<file path="src/rtl/router_pkg.sv">
// Shared router types: flit type and direction encodings, flit field offsets and XY routing.
package router_pkg;

   typedef enum logic [1:0] {
      FT_SINGLE = 2'b00,
      FT_HEAD   = 2'b01,
      FT_BODY   = 2'b10,
      FT_TAIL   = 2'b11
   } flit_type_t;

   typedef enum logic [2:0] {
      DIR_LOCAL = 3'd0,
      DIR_NORTH = 3'd1,
      DIR_SOUTH = 3'd2,
      DIR_EAST  = 3'd3,
      DIR_WEST  = 3'd4
   } dir_t;

   localparam int TYPE_LSB  = 0;
   localparam int TYPE_W    = 2;
   localparam int DST_X_LSB = 2;   // dst_y follows dst_x immediately
   localparam int DIR_W     = 3;

   // X is resolved before Y. Coordinates are widened to 32 bits by the caller.
   function automatic dir_t route_xy(input logic [31:0] dst_x, input logic [31:0] my_x,
                                     input logic [31:0] dst_y, input logic [31:0] my_y);
      if (dst_x > my_x)      return DIR_EAST;
      else if (dst_x < my_x) return DIR_WEST;
      else if (dst_y > my_y) return DIR_NORTH;
      else if (dst_y < my_y) return DIR_SOUTH;
      else                   return DIR_LOCAL;
   endfunction

endpackage

</file>
<file path="src/rtl/router_stage30_if.sv">
// Flit handshake bundle: upstream input side and stage40-facing output side.
interface router_stage30_if #(parameter int FLIT_WIDTH = 64);
   logic [FLIT_WIDTH-1:0] in_flit;
   logic                  in_valid;
   logic                  in_ready;
   logic [FLIT_WIDTH-1:0] out_flit;
   logic [2:0]            out_dir;
   logic                  out_valid;
   logic                  out_ready;

   // Stage side
   modport slave (
      input  in_flit, in_valid, out_ready,
      output in_ready, out_flit, out_dir, out_valid
   );

   // Environment side (upstream producer + downstream consumer)
   modport master (
      output in_flit, in_valid, out_ready,
      input  in_ready, out_flit, out_dir, out_valid
   );
endinterface

</file>
<file path="src/rtl/router_out_queue.sv">
// Two-entry registered valid/ready FIFO. Head entry drives the output directly;
// in_ready depends only on occupancy so there is no ready path through the queue.
module router_out_queue #(
   parameter int DW = 67
) (
   input  logic          clk,
   input  logic          rst_n,
   input  logic          in_valid_i,
   output logic          in_ready_o,
   input  logic [DW-1:0] in_data_i,
   output logic          out_valid_o,
   input  logic          out_ready_i,
   output logic [DW-1:0] out_data_o
);

   logic [1:0]    count_q, count_d;
   logic [DW-1:0] slot0_q, slot0_d, slot1_q, slot1_d;
   logic          push, pop;

   assign in_ready_o  = (count_q != 2'd2);
   assign out_valid_o = (count_q != 2'd0);
   assign out_data_o  = slot0_q;
   assign push        = in_valid_i && in_ready_o;
   assign pop         = out_valid_o && out_ready_i;

   // Occupancy and slot movement; slot0 is always the head
   always_comb begin
      count_d = count_q;
      slot0_d = slot0_q;
      slot1_d = slot1_q;
      case ({push, pop})
         2'b10:   count_d = count_q + 2'd1;
         2'b01:   count_d = count_q - 2'd1;
         default: count_d = count_q;
      endcase
      if (pop) begin
         if (count_q == 2'd2) slot0_d = slot1_q;
         else if (push)       slot0_d = in_data_i;
      end else if (push) begin
         if (count_q == 2'd0) slot0_d = in_data_i;
         else                 slot1_d = in_data_i;
      end
   end

   // Queue state registers
   always_ff @(posedge clk or negedge rst_n) begin
      if (!rst_n) begin
         count_q <= 2'd0;
         slot0_q <= '0;
         slot1_q <= '0;
      end else begin
         count_q <= count_d;
         slot0_q <= slot0_d;
         slot1_q <= slot1_d;
      end
   end

endmodule

</file>
<file path="src/rtl/router_stage30.sv">
// Router stage 30: decodes flit type, computes XY route on SINGLE/HEAD, holds the
// direction for the rest of a packet, drops orphan BODY/TAIL flits and queues
// {dir, flit} toward stage40.
module router_stage30
   import router_pkg::*;
#(
   parameter int FLIT_WIDTH     = 64,
   parameter int COORD_WIDTH    = 4,
   parameter int DROP_CNT_WIDTH = 8
) (
   input  logic                      clk,
   input  logic                      rst_n,
   input  logic [COORD_WIDTH-1:0]    my_x,
   input  logic [COORD_WIDTH-1:0]    my_y,
   router_stage30_if.slave           bus,
   output logic                      busy,
   output logic                      proto_err,
   output logic [DROP_CNT_WIDTH-1:0] drop_count
);

   typedef enum logic {ST_IDLE, ST_IN_PACKET} state_t;

   state_t                    state_q, state_d;
   dir_t                      cur_dir_q, cur_dir_d, new_dir, enq_dir;
   logic                      perr_q, perr_d;
   logic [DROP_CNT_WIDTH-1:0] drop_q, drop_d;
   flit_type_t                ftype;
   logic [COORD_WIDTH-1:0]    dst_x, dst_y;
   logic                      is_route, drop, accept, q_in_ready;
   logic [DIR_W+FLIT_WIDTH-1:0] q_out;

   assign ftype    = flit_type_t'(bus.in_flit[TYPE_LSB +: TYPE_W]);
   assign dst_x    = bus.in_flit[DST_X_LSB +: COORD_WIDTH];
   assign dst_y    = bus.in_flit[DST_X_LSB + COORD_WIDTH +: COORD_WIDTH];
   assign new_dir  = route_xy(32'(dst_x), 32'(my_x), 32'(dst_y), 32'(my_y));
   assign is_route = (ftype == FT_SINGLE) || (ftype == FT_HEAD);
   // BODY/TAIL outside a packet is consumed but never enqueued
   assign drop     = (state_q == ST_IDLE) && !is_route;
   assign accept   = bus.in_valid && q_in_ready;
   assign enq_dir  = is_route ? new_dir : cur_dir_q;

   router_out_queue #(.DW(DIR_W + FLIT_WIDTH)) u_q (
      .clk         (clk),
      .rst_n       (rst_n),
      .in_valid_i  (bus.in_valid && !drop),
      .in_ready_o  (q_in_ready),
      .in_data_i   ({enq_dir, bus.in_flit}),
      .out_valid_o (bus.out_valid),
      .out_ready_i (bus.out_ready),
      .out_data_o  (q_out)
   );

   assign bus.in_ready = q_in_ready;
   assign bus.out_flit = q_out[FLIT_WIDTH-1:0];
   assign bus.out_dir  = q_out[DIR_W+FLIT_WIDTH-1:FLIT_WIDTH];
   assign busy         = (state_q == ST_IN_PACKET);
   assign proto_err    = perr_q;
   assign drop_count   = drop_q;

   // Packet FSM, latched route, protocol error and drop counting on accepted flits
   always_comb begin
      state_d   = state_q;
      cur_dir_d = cur_dir_q;
      perr_d    = 1'b0;
      drop_d    = drop_q;
      if (accept) begin
         case (state_q)
            ST_IDLE: begin
               case (ftype)
                  FT_SINGLE: ;
                  FT_HEAD: begin
                     cur_dir_d = new_dir;
                     state_d   = ST_IN_PACKET;
                  end
                  default: begin
                     perr_d = 1'b1;
                     if (drop_q != '1) drop_d = drop_q + DROP_CNT_WIDTH'(1);
                  end
               endcase
            end
            default: begin
               case (ftype)
                  FT_BODY: ;
                  FT_TAIL: state_d = ST_IDLE;
                  FT_HEAD: begin
                     perr_d    = 1'b1;
                     cur_dir_d = new_dir;
                  end
                  default: begin
                     perr_d  = 1'b1;
                     state_d = ST_IDLE;
                  end
               endcase
            end
         endcase
      end
   end

   // Control state registers
   always_ff @(posedge clk or negedge rst_n) begin
      if (!rst_n) begin
         state_q   <= ST_IDLE;
         cur_dir_q <= DIR_LOCAL;
         perr_q    <= 1'b0;
         drop_q    <= '0;
      end else begin
         state_q   <= state_d;
         cur_dir_q <= cur_dir_d;
         perr_q    <= perr_d;
         drop_q    <= drop_d;
      end
   end

endmodule

</file>
<file path="src/flat_wrapper.sv">
// flat-port wrapper written by rule: the top's interface ports become plain ports
module router_stage30_flat import router_pkg::*;
#(
   parameter int FLIT_WIDTH     = 64,
   parameter int COORD_WIDTH    = 4,
   parameter int DROP_CNT_WIDTH = 8
)
  (clk, rst_n, my_x, my_y, busy, proto_err, drop_count, bus_in_flit, bus_in_valid, bus_out_ready, bus_in_ready, bus_out_flit, bus_out_dir, bus_out_valid);
  router_stage30_if #(.FLIT_WIDTH(FLIT_WIDTH)) bus_i ();
  input  logic clk;
  input  logic rst_n;
  input  logic [COORD_WIDTH-1:0] my_x;
  input  logic [COORD_WIDTH-1:0] my_y;
  output logic busy;
  output logic proto_err;
  output logic [DROP_CNT_WIDTH-1:0] drop_count;
  input wire logic [$bits(bus_i.in_flit)-1:0] bus_in_flit;
  input wire logic [$bits(bus_i.in_valid)-1:0] bus_in_valid;
  input wire logic [$bits(bus_i.out_ready)-1:0] bus_out_ready;
  output wire logic [$bits(bus_i.in_ready)-1:0] bus_in_ready;
  output wire logic [$bits(bus_i.out_flit)-1:0] bus_out_flit;
  output wire logic [$bits(bus_i.out_dir)-1:0] bus_out_dir;
  output wire logic [$bits(bus_i.out_valid)-1:0] bus_out_valid;
  assign bus_i.in_flit = bus_in_flit;
  assign bus_i.in_valid = bus_in_valid;
  assign bus_i.out_ready = bus_out_ready;
  assign bus_in_ready = bus_i.in_ready;
  assign bus_out_flit = bus_i.out_flit;
  assign bus_out_dir = bus_i.out_dir;
  assign bus_out_valid = bus_i.out_valid;
  router_stage30 #(.FLIT_WIDTH(FLIT_WIDTH), .COORD_WIDTH(COORD_WIDTH), .DROP_CNT_WIDTH(DROP_CNT_WIDTH)) u_core (.clk(clk), .rst_n(rst_n), .my_x(my_x), .my_y(my_y), .bus(bus_i), .busy(busy), .proto_err(proto_err), .drop_count(drop_count));
endmodule
</file>
<file path="config.mk">
export PLATFORM = sky130hd
export DESIGN_NAME = router_stage30_flat
export DESIGN_NICKNAME = d
export VERILOG_FILES = /design/src/rtl/router_pkg.sv /design/src/rtl/router_stage30_if.sv /design/src/rtl/router_out_queue.sv /design/src/rtl/router_stage30.sv /design/src/flat_wrapper.sv
export SDC_FILE = /design/constraint.sdc
export NUM_CORES = 1
export LEC_CHECK = 0
export ABC_AREA = 1
export CAP_MARGIN = 0
export CORE_ASPECT_RATIO = 1.4
export CORE_MARGIN = 2
export CORE_UTILIZATION = 35
export CTS_CLUSTER_DIAMETER = 40
export CTS_CLUSTER_SIZE = 8
export DETAILED_ROUTE_END_ITERATION = 7
export PLACE_DENSITY = 0.64
export SLEW_MARGIN = 20
export SYNTH_ARGS = -nofsm -noshare
export SYNTH_HDL_FRONTEND = slang
export SYNTH_HIERARCHICAL = 1
export SYNTH_SLANG_ARGS = --single-unit
</file>
<file path="constraint.sdc">
create_clock -name clk -period 6.44 [get_ports clk]
set_input_delay 1.61 -clock clk [delete_from_list [all_inputs] [get_ports clk]]
set_output_delay 1.61 -clock clk [all_outputs]
set_load 0.01 [all_outputs]
</file>
==> impl_table.tex, run 1 <==
\begin{tabular}{lr}
\hline
Metric & Value \\
\hline
\multicolumn{2}{l}{\textbf{Worst setup path}} \\
Biggest cell delay along the critical path & 580 ps \\
Most used cell, CP & sky130\_fd\_sc\_hd\_\_inv\_1 \\
Ordered list of cells on the worst path & clkdlybuf4s50\_1 > inv\_1 > ha\_1 > nor2\_4 > a21boi\_0 > inv\_1 > nor2\_4 > inv\_1 > ha\_1 > inv\_1 > nand2\_2 > nor2\_4 > buf\_12 > nand2\_1 > nand2\_1 \\
Kind of cell adding the most delay to the critical path & buffers and inverters \\
Startpoint type of the worst setup path & primary input \\
Register-to-register setup slack & 3670 ps \\
Worst Path Max Fanout & 40 \\
Cell with the largest stage delay on the worst path & sky130\_fd\_sc\_hd\_\_nor2\_4 \\
Crit path arrival time & 4450 ps \\
Buf+Inv Stages, Crit Path & 6 \\
Kind of capture point of the worst setup path & flop \\
Critical path data required time & 6800 ps \\
Start-to-end type of the worst setup path & in -> reg \\
\multicolumn{2}{l}{\textbf{Timing}} \\
Number of max-slew violations in the final report & 0 \\
Period utilisation layout & 63.6\% \\
Worst setup skew after layout & 13.0 ps \\
Max transition margin & 36.9\% \\
\# setup viols final & 0 \\
Highest clock rate & 244 MHz \\
Least-Margin Pin Slew & 947 ps \\
Number of endpoints with negative hold slack in the final report & 0 \\
Total Negative Setup Slacks & 0 ps \\
Worst hold slack & 470 ps \\
Unrepaired setup endpoints after global routing & no \\
Crit path time final & 4090 ps \\
\multicolumn{2}{l}{\textbf{Clock network}} \\
TritonCTS buffer count & 17 \\
Sinks on Clock Net & 149 \\
Root Buffer & sky130\_fd\_sc\_hd\_\_clkbuf\_16 \\
Post-cts repair resize count & 0 \\
Clock Tree Buf Depth & 2 \\
Count of buffers added by post-CTS timing repair for setup & 0 \\
Clock transition at the registers of the reported paths & 60 ps \\
CTS tree & yes \\
Latest clock arrival within the worst-skew pair & 420 ps \\
Number of levels the H-tree was split into & 4 \\
Hold-fix buffers at CTS & 0 \\
\multicolumn{2}{l}{\textbf{Route}} \\
DRT antenna net count & 0 \\
Via count & 6,496 \\
Pre-Repair DR Iteration Count & 4 \\
Wire length per cell after detailed routing & 14.6 um \\
Overall routed net length & 19.7 mm \\
DRC violation total after the first TritonRoute iteration & 326 \\
Residual DRC & 0 \\
Via/cell ratio & 4.81 \\
\multicolumn{2}{l}{\textbf{Yosys}} \\
Most numerous cell in the Yosys netlist & sky130\_fd\_sc\_hd\_\_nand2\_1 \\
Parity-gate share of the synthesized area counting xor and xnor cells & 0.476\% \\
Gate Count Post-Synth & 959 \\
Top FF cell, synth & sky130\_fd\_sc\_hd\_\_dfrtp\_1 \\
Number of nets produced by synthesis & 1,050 \\
Number of enable-type register cells in the synthesized netlist & 0 \\
Most area-consuming cells after synthesis & sky130\_fd\_sc\_hd\_\_dfrtp\_1 51\%, sky130\_fd\_sc\_hd\_\_nand2\_1 26\%, sky130\_fd\_sc\_hd\_\_nand3\_1 9.3\%, sky130\_fd\_sc\_hd\_\_ha\_1 2.5\%, sky130\_fd\_sc\_hd\_\_buf\_2 1.8\% \\
Simple-gate portion of the synthesized area & 38.8\% \\
Count of different cell masters after synthesis & 29 \\
Biggest area consumer among synthesized cells & sky130\_fd\_sc\_hd\_\_dfrtp\_1 \\
Fraction of synthesized area in multiplexers & 0\% \\
Fraction of synthesis flops using an asynchronous set or reset pin & 100\% \\
Fraction of the mapped netlist area in compound gates & 1.19\% \\
Top cell types by occurrence after synthesis & 519 x sky130\_fd\_sc\_hd\_\_nand2\_1, 149 x sky130\_fd\_sc\_hd\_\_dfrtp\_1, 137 x sky130\_fd\_sc\_hd\_\_nand3\_1 \\
Synth top area share & 50.6\% \\
Mapped cell area & 7370 sq um \\
Sequential share of the synthesized area & 50.6\% \\
Number of storage elements in the synthesis netlist & 149 \\
Post-synthesis area per instance & 7.68 sq um \\
Synth Area in Adders & 2.55\% \\
Synthesis Warnings & 6 \\
Largest family of logic cells by synthesized area & simple AND/OR/NAND/NOR gates \\
\multicolumn{2}{l}{\textbf{Placement}} \\
I/O Buffers & 154 \\
DPL Wire Length & 11.8 mm \\
Routability-driven placement congestion ratio & 0.793 \\
\multicolumn{2}{l}{\textbf{Layout}} \\
Layout cell share with drive strength beyond 1 & 5.58\% \\
Signed area change from the synthesized netlist to the final layout & 29.6\% \\
Count of nets after finishing & 1,172 \\
Antenna diode count & 0 \\
Final core utilization & 46.4\% \\
\multicolumn{2}{l}{\textbf{Global routing}} \\
Overall global routing resource usage & 18.6\% \\
Sum of overflow across all layers after global routing & 0 \\
Global-route wire length before repair & 33.3 mm \\
Pin count of the biggest net entering global routing & 102 \\
Number of global-route vias before repair & 6,518 \\
Number of antenna violations at the first check in global routing & 0 \\
\multicolumn{2}{l}{\textbf{Power}} \\
Worst supply voltage drop on vdd & 388 uV \\
Leakage power total & 4.98 nW \\
Power per Cell Area & 455 nW/um\^{}2 \\
\multicolumn{2}{l}{\textbf{Die}} \\
Die width & 127 um \\
Die height & 176 um \\
Num rows & 62 \\
Initial core utilization & 35.8\% \\
Die footprint & 22,200 sq um \\
Number of I/O pins & 155 \\
Placeable core region & 20,600 sq um \\
\multicolumn{2}{l}{\textbf{Run}} \\
Reported max-cap violation count & 0 \\
\multicolumn{2}{l}{\textbf{Worst hold path}} \\
Worst min-delay path category & reg -> reg \\
\multicolumn{2}{l}{\textbf{Outcome}} \\
Outcome & finished clean \\
\hline
\end{tabular}
==> cells in the final DEF (no fill, tap or decap), drive strengths merged <==
cell,instances
xnor2,1
clkdlybuf4s50,152
a21boi,2
inv,37
or2,1
dfrtp,149
nor2,13
clkinv,1
o21ai,4
bufinv,2
nand4,1
xor2,3
a21oi,9
o21bai,1
clkbuf,20
nand3,139
buf,8
clkinvlp,4
ha,15
nor3,1
nand3b,3
nand2,528
==> worst min-delay path: stages (launching register included) <==
cell and delay (ps):
sky130_fd_sc_hd__dfrtp_1 340, sky130_fd_sc_hd__nand2_1 50, sky130_fd_sc_hd__nand2_1 50
==> cell type report <==
| cell class | count | area (sq um) |
|---|---|---|
| Inverter | 32 | 128 |
| Tap cell | 256 | 320 |
| Timing Repair Buffer | 160 | 1600 |
| Fill cell | 2033 | 11000 |
| Clock inverter | 12 | 143 |
| Multi-Input combinational cell | 721 | 3180 |
| Sequential cell | 149 | 3730 |
| Clock buffer | 20 | 447 |
==> sequential cells by signal (all words and copies together) (netlist names) <==
| signal | count |
|---|---|
| u_core/drop_count | 8 |
| u_core/proto_err | 1 |
| u_core/u_q/slot1_q | 67 |
| u_core/u_q/out_data_o | 67 |
| u_core/busy | 1 |
| u_core/u_q/count_q | 2 |
| u_core/cur_dir_q | 3 |
==> power breakdown <==
group / leakage (nW) / total [W] / internal [W] / switching, W
sequential: 1.87 / 0.00160 / 0.00136 / 0.000242
clock: 0.275 / 0.00101 / 0.000588 / 0.000418
combinational: 2.84 / 0.00173 / 0.000747 / 0.000987
==> path summary, 6_finish.rpt <==
check	start	to	cells after the start
max	bus_in_flit[0]	u_core/u_q/out_data_o[29]	15
min	u_core/u_q/slot1_q[11]	u_core/u_q/slot1_q[11]	2
max reg2reg	u_core/u_q/count_q[1]	u_core/u_q/out_data_o[29]	12
min reg2reg	u_core/u_q/slot1_q[11]	u_core/u_q/slot1_q[11]	2
max in group asynchronous	rst_n	u_core/u_q/slot1_q[29]	2
min in group asynchronous	rst_n	u_core/u_q/out_data_o[30]	1
==> kinds of logic (layout without fill, tap and decap cells) <==
logic type                 count (synthesis)  after routing
and+or+nand+nor                          686            686
buffers and inverters                     89            224
xor gates and xnor gates                   4              4
adders and majority gates                 15             15
AOI/OAI and AO/OA                         16             16
DFF                                      149            149
==> per-stage QoR <==
stage / area (sq um) / power [W] / instances / setup WS [ps]
after global placement: 8960 / 0.00334 / 1318 / 1980
after CTS: 9550 / 0.00440 / 1350 / 2330
after floorplan: 7370 / 0.00262 / 959 / 2820
after global routing: 9550 / 0.00469 / 1350 / 2020
after detailed placement: 8960 / 0.00337 / 1318 / 1880
final: 9550 / 0.00434 / 1350 / 2350
==> per-layer routing <==
| metal | vias to the layer above | track usage [%] | part of all wire [%] |
|---|---|---|---|
| met5 | - | 0 | 0 |
| met4 | 0 | 5.22 | 1.2 |
| met3 | 19 | 3.62 | 3.8 |
| met2 | 149 | 32.8 | 51 |
| met1 | 3081 | 23.0 | 43 |
| li1 | 3247 | - | - |
(Power assumes the default switching activity.)
==> run 2: changes to the inputs <==
clock period = 3.9 ns   (was 6.44 ns; I/O delays follow)
==> impl_table.tex, run 2 (synthesis results as in run 1) <==
\begin{tabular}{lr}
\hline
Metric & Value \\
\hline
\multicolumn{2}{l}{\textbf{Clock network}} \\
CTS tree & yes (unchanged) \\
TritonCTS buffer count & 17 (unchanged) \\
Sinks on Clock Net & 149 (unchanged) \\
Count of buffers added by post-CTS timing repair for setup & 0 (unchanged) \\
Root Buffer & sky130\_fd\_sc\_hd\_\_clkbuf\_16 (unchanged) \\
Latest clock arrival within the worst-skew pair & 420 ps (about the same) \\
Post-cts repair resize count & 0 (unchanged) \\
Clock Tree Buf Depth & 2 (unchanged) \\
Hold-fix buffers at CTS & 0 (unchanged) \\
Clock transition at the registers of the reported paths & 60 ps (about the same) \\
Number of levels the H-tree was split into & 4 (unchanged) \\
\multicolumn{2}{l}{\textbf{Timing}} \\
Number of endpoints with negative hold slack in the final report & 0 (unchanged) \\
Unrepaired setup endpoints after global routing & no (unchanged) \\
Max transition margin & 41.0\% (was 36.9\%) \\
Worst setup skew after layout & 12.4 ps (was 13.0 ps) \\
Highest clock rate & 335 MHz \\
Number of max-slew violations in the final report & 0 (unchanged) \\
Period utilisation layout & 76.5\% \\
\# setup viols final & 0 (unchanged) \\
Crit path time final & 2980 ps \\
Total Negative Setup Slacks & 0 ps (unchanged) \\
Least-Margin Pin Slew & 885 ps (was 947 ps) \\
Worst hold slack & 469 ps (was 470 ps) \\
\multicolumn{2}{l}{\textbf{Global routing}} \\
Number of global-route vias before repair & 6,598 (was 6,518) \\
Met1 layer usage reported by global route & 23.0\% (about the same) \\
Overall global routing resource usage & 18.5\% (was 18.6\%) \\
Most Crowded Layer GR & met2 (unchanged) \\
Routing usage on met3 & 3.81\% (was 3.62\%) \\
Number of antenna violations at the first check in global routing & 0 (unchanged) \\
Sum of overflow across all layers after global routing & 0 (unchanged) \\
Global-route wire length before repair & 33.1 mm (was 33.3 mm) \\
Pin count of the biggest net entering global routing & 85 (was 102) \\
Fraction of met2 tracks used by global routing & 31.9\% (was 32.8\%) \\
\multicolumn{2}{l}{\textbf{Power}} \\
Worst supply voltage drop on vdd & 368 uV (was 388 uV) \\
Leakage power total & 5.04 nW (was 4.98 nW) \\
Power per Cell Area & 754 nW/um\^{}2 (was 455 nW/um\^{}2) \\
\multicolumn{2}{l}{\textbf{Route}} \\
Via count & 6,538 (was 6,496) \\
Via/cell ratio & 4.83 (was 4.81) \\
DRT antenna net count & 0 (unchanged) \\
Wire length per cell after detailed routing & 14.5 um (was 14.6 um) \\
DRC violation total after the first TritonRoute iteration & 367 (was 326) \\
Pre-Repair DR Iteration Count & 5 (was 4) \\
Residual DRC & 0 (unchanged) \\
Overall routed net length & 19.7 mm (about the same) \\
\multicolumn{2}{l}{\textbf{Worst setup path}} \\
Startpoint type of the worst setup path & primary input (unchanged) \\
Worst Path Max Fanout & 42 (was 40) \\
Crit path arrival time & 3340 ps (was 4450 ps) \\
Cell with the largest stage delay on the worst path & sky130\_fd\_sc\_hd\_\_clkdlybuf4s50\_1 (was sky130\_fd\_sc\_hd\_\_nor2\_4) \\
Critical path data required time & 4250 ps (was 6800 ps) \\
Most used cell, CP & sky130\_fd\_sc\_hd\_\_inv\_1 (unchanged) \\
Ordered list of cells on the worst path & clkdlybuf4s50\_1 > inv\_1 > ha\_1 > nor2\_4 > a21boi\_0 > inv\_1 > nor2\_4 > inv\_1 > ha\_1 > inv\_1 > nand3\_4 > buf\_4 > nand2\_1 > nand2\_1 (was clkdlybuf4s50\_1 > inv\_1 > ha\_1 > nor2\_4 > a21boi\_0 > inv\_1 > nor2\_4 > inv\_1 > ha\_1 > inv\_1 > nand2\_2 > nor2\_4 > buf\_12 > nand2\_1 > nand2\_1) \\
Kind of capture point of the worst setup path & flop (unchanged) \\
Biggest cell delay along the critical path & 560 ps (was 580 ps) \\
Start-to-end type of the worst setup path & in -> reg (unchanged) \\
\multicolumn{2}{l}{\textbf{Layout}} \\
Final core utilization & 46.8\% (was 46.4\%) \\
Layout fillers & 2,045 (was 2,033) \\
Signed area change from the synthesized netlist to the final layout & 30.6\% (was 29.6\%) \\
FF+latch area & 3730 sq um (unchanged) \\
Layout cell share with drive strength beyond 1 & 6.01\% (was 5.58\%) \\
Count of nets after finishing & 1,178 (was 1,172) \\
Commonest non-fill, non-tap cell in the layout & sky130\_fd\_sc\_hd\_\_nand2\_1 (unchanged) \\
Multi-input combinational cell area & 3180 sq um (unchanged) \\
Top library cells by usage in the layout, fill and taps aside & 519 x sky130\_fd\_sc\_hd\_\_nand2\_1, 152 x sky130\_fd\_sc\_hd\_\_clkdlybuf4s50\_1, 149 x sky130\_fd\_sc\_hd\_\_dfrtp\_1 (unchanged) \\
Final Instance Count excl. Fillers & 1,354 (was 1,350) \\
Antenna diode count & 0 (unchanged) \\
\multicolumn{2}{l}{\textbf{Worst hold path}} \\
Worst min-delay path category & reg -> reg (unchanged) \\
\multicolumn{2}{l}{\textbf{Placement}} \\
Number of cells after detailed placement & 1,324 (was 1,318) \\
DPL Wire Length & 12.4 mm (was 11.8 mm) \\
Routability-driven placement congestion ratio & 0.761 (was 0.793) \\
I/O Buffers & 154 (unchanged) \\
\multicolumn{2}{l}{\textbf{Die}} \\
Initial core utilization & 35.8\% (unchanged) \\
Die width & 127 um (unchanged) \\
Placeable core region & 20,600 sq um (unchanged) \\
Die height & 176 um (unchanged) \\
Die footprint & 22,200 sq um (unchanged) \\
Num rows & 62 (unchanged) \\
Number of I/O pins & 155 (unchanged) \\
\multicolumn{2}{l}{\textbf{Run}} \\
Reported max-cap violation count & 0 (unchanged) \\
\multicolumn{2}{l}{\textbf{Outcome}} \\
Outcome & finished clean (unchanged) \\
\hline
\end{tabular}
==> run 2: stage by stage <==
| step | instance area, sq um | setup WS, ps | total power (W) |
|---|---|---|---|
| after detailed placement | 9010 | 473 | 0.00559 |
| after global placement | 9010 | 561 | 0.00553 |
| after global routing | 9620 | 655 | 0.00779 |
| after floorplan | 7370 | 916 | 0.00433 |
| final | 9620 | 916 | 0.00725 |
| after CTS | 9620 | 907 | 0.00735 |
==> run 2: metal layers <==
metal / share of wire, % / vias up
li1: - / 3249
met1: 43 / 3094
met2: 51 / 175
met3: 4.5 / 20
met4: 1.6 / 0
met5: 0 / -
==> run 2: cell type report <==
class	instances	area share (%)
clock buffers	18	4.46
multi-input cells	721	33.1
flip-flops and latches	149	38.8
well taps	256	3.33
inverters	32	1.33
repair buffers	166	17.2
clock inverters	12	1.85
==> run 2: worst paths after layout <==
kind                                             start                         to  slack [ps]  depth (start not counted)
worst max-delay path                    bus_in_flit[0]  u_core/u_q/out_data_o[43]         920                         14
worst min-delay path            u_core/u_q/slot1_q[51]     u_core/u_q/slot1_q[51]         470                          2
worst max register to register   u_core/u_q/count_q[0]     u_core/u_q/slot1_q[18]        1860                          8
worst min register to register  u_core/u_q/slot1_q[51]     u_core/u_q/slot1_q[51]         470                          2
max in group asynchronous                        rst_n  u_core/u_q/out_data_o[47]        2450                          2
min in group asynchronous                        rst_n  u_core/u_q/out_data_o[34]         580                          1
==> run 2: power by group <==
part	leakage, nW	switching [W]	internal (W)
clock	0.296	0.000654	0.00107
sequential	1.87	0.000398	0.00224
combinational	2.87	0.00164	0.00125
==> run 2: critical path, delay by kind of cell <==
family	cells	cell delay [ps]
compound gates	1	110
simple gates	5	510
fa+ha+maj	2	380
buf+inv	6	1310
==> run 3: changes to the inputs <==
PLACE_DENSITY = 0.67   (was 0.64)
clock period = 2.6 ns   (was 3.9 ns; I/O delays follow)
==> impl_table.tex, run 3 (synthesis results as in run 1) <==
\begin{tabular}{lr}
\hline
Metric & Value \\
\hline
\multicolumn{2}{l}{\textbf{Placement}} \\
Setup Slack @ Placement & -233 ps (was 473 ps) \\
Number of cells after detailed placement & 1,333 (was 1,324) \\
DPL Wire Length & 12.7 mm (was 12.4 mm) \\
I/O Buffers & 154 (unchanged) \\
Routability-driven placement congestion ratio & 0.752 (was 0.761) \\
\multicolumn{2}{l}{\textbf{Route}} \\
Via count & 6,639 (was 6,538) \\
Overall routed net length & 20.5 mm (was 19.7 mm) \\
DRC violation total after the first TritonRoute iteration & 578 (was 367) \\
Via/cell ratio & 4.85 (was 4.83) \\
DRT antenna net count & 0 (unchanged) \\
Wire length per cell after detailed routing & 15.0 um (was 14.5 um) \\
Pre-Repair DR Iteration Count & 5 (unchanged) \\
Residual DRC & 0 (unchanged) \\
\multicolumn{2}{l}{\textbf{Global routing}} \\
Overall global routing resource usage & 18.8\% (was 18.5\%) \\
Pin count of the biggest net entering global routing & 68 (was 85) \\
Global-route wire length before repair & 33.6 mm (was 33.1 mm) \\
Sum of overflow across all layers after global routing & 0 (unchanged) \\
Number of antenna violations at the first check in global routing & 0 (unchanged) \\
Number of global-route vias before repair & 6,597 (was 6,598) \\
\multicolumn{2}{l}{\textbf{Clock network}} \\
Clock transition at the registers of the reported paths & 60 ps (about the same) \\
Clock Tree Buf Depth & 2 (unchanged) \\
TritonCTS buffer count & 17 (unchanged) \\
Latest clock arrival within the worst-skew pair & 420 ps (about the same) \\
CTS tree & yes (unchanged) \\
Hold-fix buffers at CTS & 0 (unchanged) \\
Root Buffer & sky130\_fd\_sc\_hd\_\_clkbuf\_16 (unchanged) \\
Number of levels the H-tree was split into & 4 (unchanged) \\
Sinks on Clock Net & 149 (unchanged) \\
\multicolumn{2}{l}{\textbf{Worst setup path}} \\
Worst reg2reg path depth & 13 (was 8) \\
Crit path arrival time & 2790 ps (was 3340 ps) \\
Start-to-end type of the worst setup path & in -> reg (unchanged) \\
Kind of capture point of the worst setup path & flop (unchanged) \\
RR Endpoint & u\_core/u\_q/out\_data\_o[15] (was u\_core/u\_q/slot1\_q[18]) \\
Startpoint type of the worst setup path & primary input (unchanged) \\
Launching point of the worst reg2reg path & u\_core/busy (was u\_core/u\_q/count\_q[0]) \\
Critical path data required time & 2960 ps (was 4250 ps) \\
Register-to-register setup slack & 730 ps (was 1860 ps) \\
Worst Path Max Fanout & 17 (was 42) \\
\multicolumn{2}{l}{\textbf{Worst hold path}} \\
Worst min-delay path category & in -> async (was reg -> reg) \\
\multicolumn{2}{l}{\textbf{Die}} \\
Initial core utilization & 35.8\% (unchanged) \\
Die height & 176 um (unchanged) \\
Placeable core region & 20,600 sq um (unchanged) \\
Number of I/O pins & 155 (unchanged) \\
Num rows & 62 (unchanged) \\
Die footprint & 22,200 sq um (unchanged) \\
Die width & 127 um (unchanged) \\
\multicolumn{2}{l}{\textbf{Layout}} \\
Antenna diode count & 0 (unchanged) \\
Layout fillers & 1,997 (was 2,045) \\
Layout cell share with drive strength beyond 1 & 7.19\% (was 6.01\%) \\
Final Instance Count excl. Fillers & 1,368 (was 1,354) \\
Count of nets after finishing & 1,190 (was 1,178) \\
Signed area change from the synthesized netlist to the final layout & 33.6\% (was 30.6\%) \\
Top library cells by usage in the layout, fill and taps aside & 519 x sky130\_fd\_sc\_hd\_\_nand2\_1, 151 x sky130\_fd\_sc\_hd\_\_clkdlybuf4s50\_1, 149 x sky130\_fd\_sc\_hd\_\_dfrtp\_1 (was 519 x sky130\_fd\_sc\_hd\_\_nand2\_1, 152 x sky130\_fd\_sc\_hd\_\_clkdlybuf4s50\_1, 149 x sky130\_fd\_sc\_hd\_\_dfrtp\_1) \\
Commonest non-fill, non-tap cell in the layout & sky130\_fd\_sc\_hd\_\_nand2\_1 (unchanged) \\
\multicolumn{2}{l}{\textbf{Power}} \\
Switching Share & 37.0\% (was 37.1\%) \\
Internal & 0.00705 W (was 0.00456 W) \\
Leakage power total & 5.15 nW (was 5.04 nW) \\
Combinational power share & 41.0\% (was 39.9\%) \\
Net switching component of the power & 0.00414 W (was 0.00269 W) \\
Worst supply voltage drop on vdd & 617 uV (was 368 uV) \\
Power, Total & 0.0112 W (was 0.00725 W) \\
Power per Cell Area & 1140 nW/um\^{}2 (was 754 nW/um\^{}2) \\
Flop pwr share & 35.5\% (was 36.4\%) \\
Part of the total power dissipated in the clock network & 23.5\% (was 23.7\%) \\
\multicolumn{2}{l}{\textbf{Timing}} \\
Highest clock rate & 413 MHz \\
\# setup viols final & 0 (unchanged) \\
Least-Margin Pin Slew & 787 ps (was 885 ps) \\
Worst hold slack & 133 ps (was 469 ps) \\
Period utilisation layout & 93.2\% \\
Final worst slack & 177 ps (was 916 ps) \\
Number of max-slew violations in the final report & 0 (unchanged) \\
Unrepaired setup endpoints after global routing & no (unchanged) \\
Crit path time final & 2420 ps \\
Worst setup skew after layout & 8.05 ps (was 12.4 ps) \\
Max transition margin & 47.5\% (was 41.0\%) \\
Number of endpoints with negative hold slack in the final report & 0 (unchanged) \\
\multicolumn{2}{l}{\textbf{Outcome}} \\
Outcome & finished clean (unchanged) \\
\multicolumn{2}{l}{\textbf{Run}} \\
Reported max-cap violation count & 0 (unchanged) \\
\hline
\end{tabular}
-- run 3: changes by cell type in the layout (fill, tap and decap cells not counted), moves of 2 or more --
cell                         before  now
sky130_fd_sc_hd__clkinvlp_4       1    3
sky130_fd_sc_hd__buf_12           2    9
sky130_fd_sc_hd__nand3_4          2    0
sky130_fd_sc_hd__nand3_2          0    2
sky130_fd_sc_hd__buf_4           10   13
sky130_fd_sc_hd__inv_6            3    1
sky130_fd_sc_hd__clkbuf_16       17   19
-- run 3: area by class of cell --
class / count / area [sq um] / share of cell area (%)
flip-flops and latches: 149 / 3730 / 37.9
multi-input cells: 721 / 3170 / 32.2
repair buffers: 178 / 1870 / 19.0
clock buffers: 20 / 447 / 4.54
well taps: 256 / 320 / 3.25
clock inverters: 12 / 179 / 1.82
inverters: 32 / 128 / 1.30
-- run 3: worst max-delay path: stages --
cell and delay [ps]:
sky130_fd_sc_hd__clkdlybuf4s50_1 460, sky130_fd_sc_hd__inv_1 100, sky130_fd_sc_hd__ha_2 200, sky130_fd_sc_hd__nor2_4 40
sky130_fd_sc_hd__a21boi_0 150, sky130_fd_sc_hd__inv_1 100, sky130_fd_sc_hd__nor2_4 110, sky130_fd_sc_hd__inv_1 60
sky130_fd_sc_hd__ha_1 170, sky130_fd_sc_hd__inv_1 90, sky130_fd_sc_hd__nand2_2 80, sky130_fd_sc_hd__nor2_4 120
sky130_fd_sc_hd__buf_12 140, sky130_fd_sc_hd__clkbuf_16 180, sky130_fd_sc_hd__nand2_1 60, sky130_fd_sc_hd__nand2_1 60
-- run 3: routing by layer --
layer / vias up / global-route usage [%] / part of all wire, %
met3: 34 / 3.93 / 4.8
met4: 0 / 8.42 / 2.8
met2: 180 / 31.9 / 50
met1: 3138 / 22.8 / 43
met5: - / 0 / 0
li1: 3287 / - / -
-- run 3: how the worst max path moves through the flow --
stage,start,end,cells past startpoint
after CTS,bus_in_flit[0],u_core/u_q/out_data_o[29],15
after detailed placement,bus_in_flit[0],u_core/u_q/out_data_o[29],15
final,bus_in_flit[1],u_core/u_q/out_data_o[15],16
after global placement,bus_in_flit[0],u_core/u_q/out_data_o[61],14
after floorplan,bus_in_flit[1],u_core/u_q/out_data_o[19],17
after global routing,bus_in_flit[1],u_core/u_q/out_data_o[20],16
-- run 3: power by group through the flow --
| stage | clock (W) | sequential (W) | combinational (W) |
|---|---|---|---|
| after global routing | 0.00278 | 0.00411 | 0.00513 |
| after global placement | 0 | 0.00397 | 0.00441 |
| after CTS | 0.00269 | 0.00398 | 0.00452 |
| after floorplan | 0 | 0.00413 | 0.00237 |
| after detailed placement | 0 | 0.00400 | 0.00450 |
| final | 0.00263 | 0.00398 | 0.00459 |
-- run 3: what timing repair did --
action	CTS	global route
gates resized for setup	0	1
endpoints found under the hold margin	0	0
setup endpoints to repair	0	21
setup buffers	0	1
-- run 3: stage by stage --
stage | utilization (%) | setup TNS, ps | instance area, sq um
after CTS | 47.5 | 0 | 9770
final | 47.9 | 0 | 9840
after floorplan | - | -6.75 | 7370
after global routing | 47.9 | 0 | 9840
after global placement | 44.5 | -18610 | 9140
after detailed placement | 44.5 | -20640 | 9140
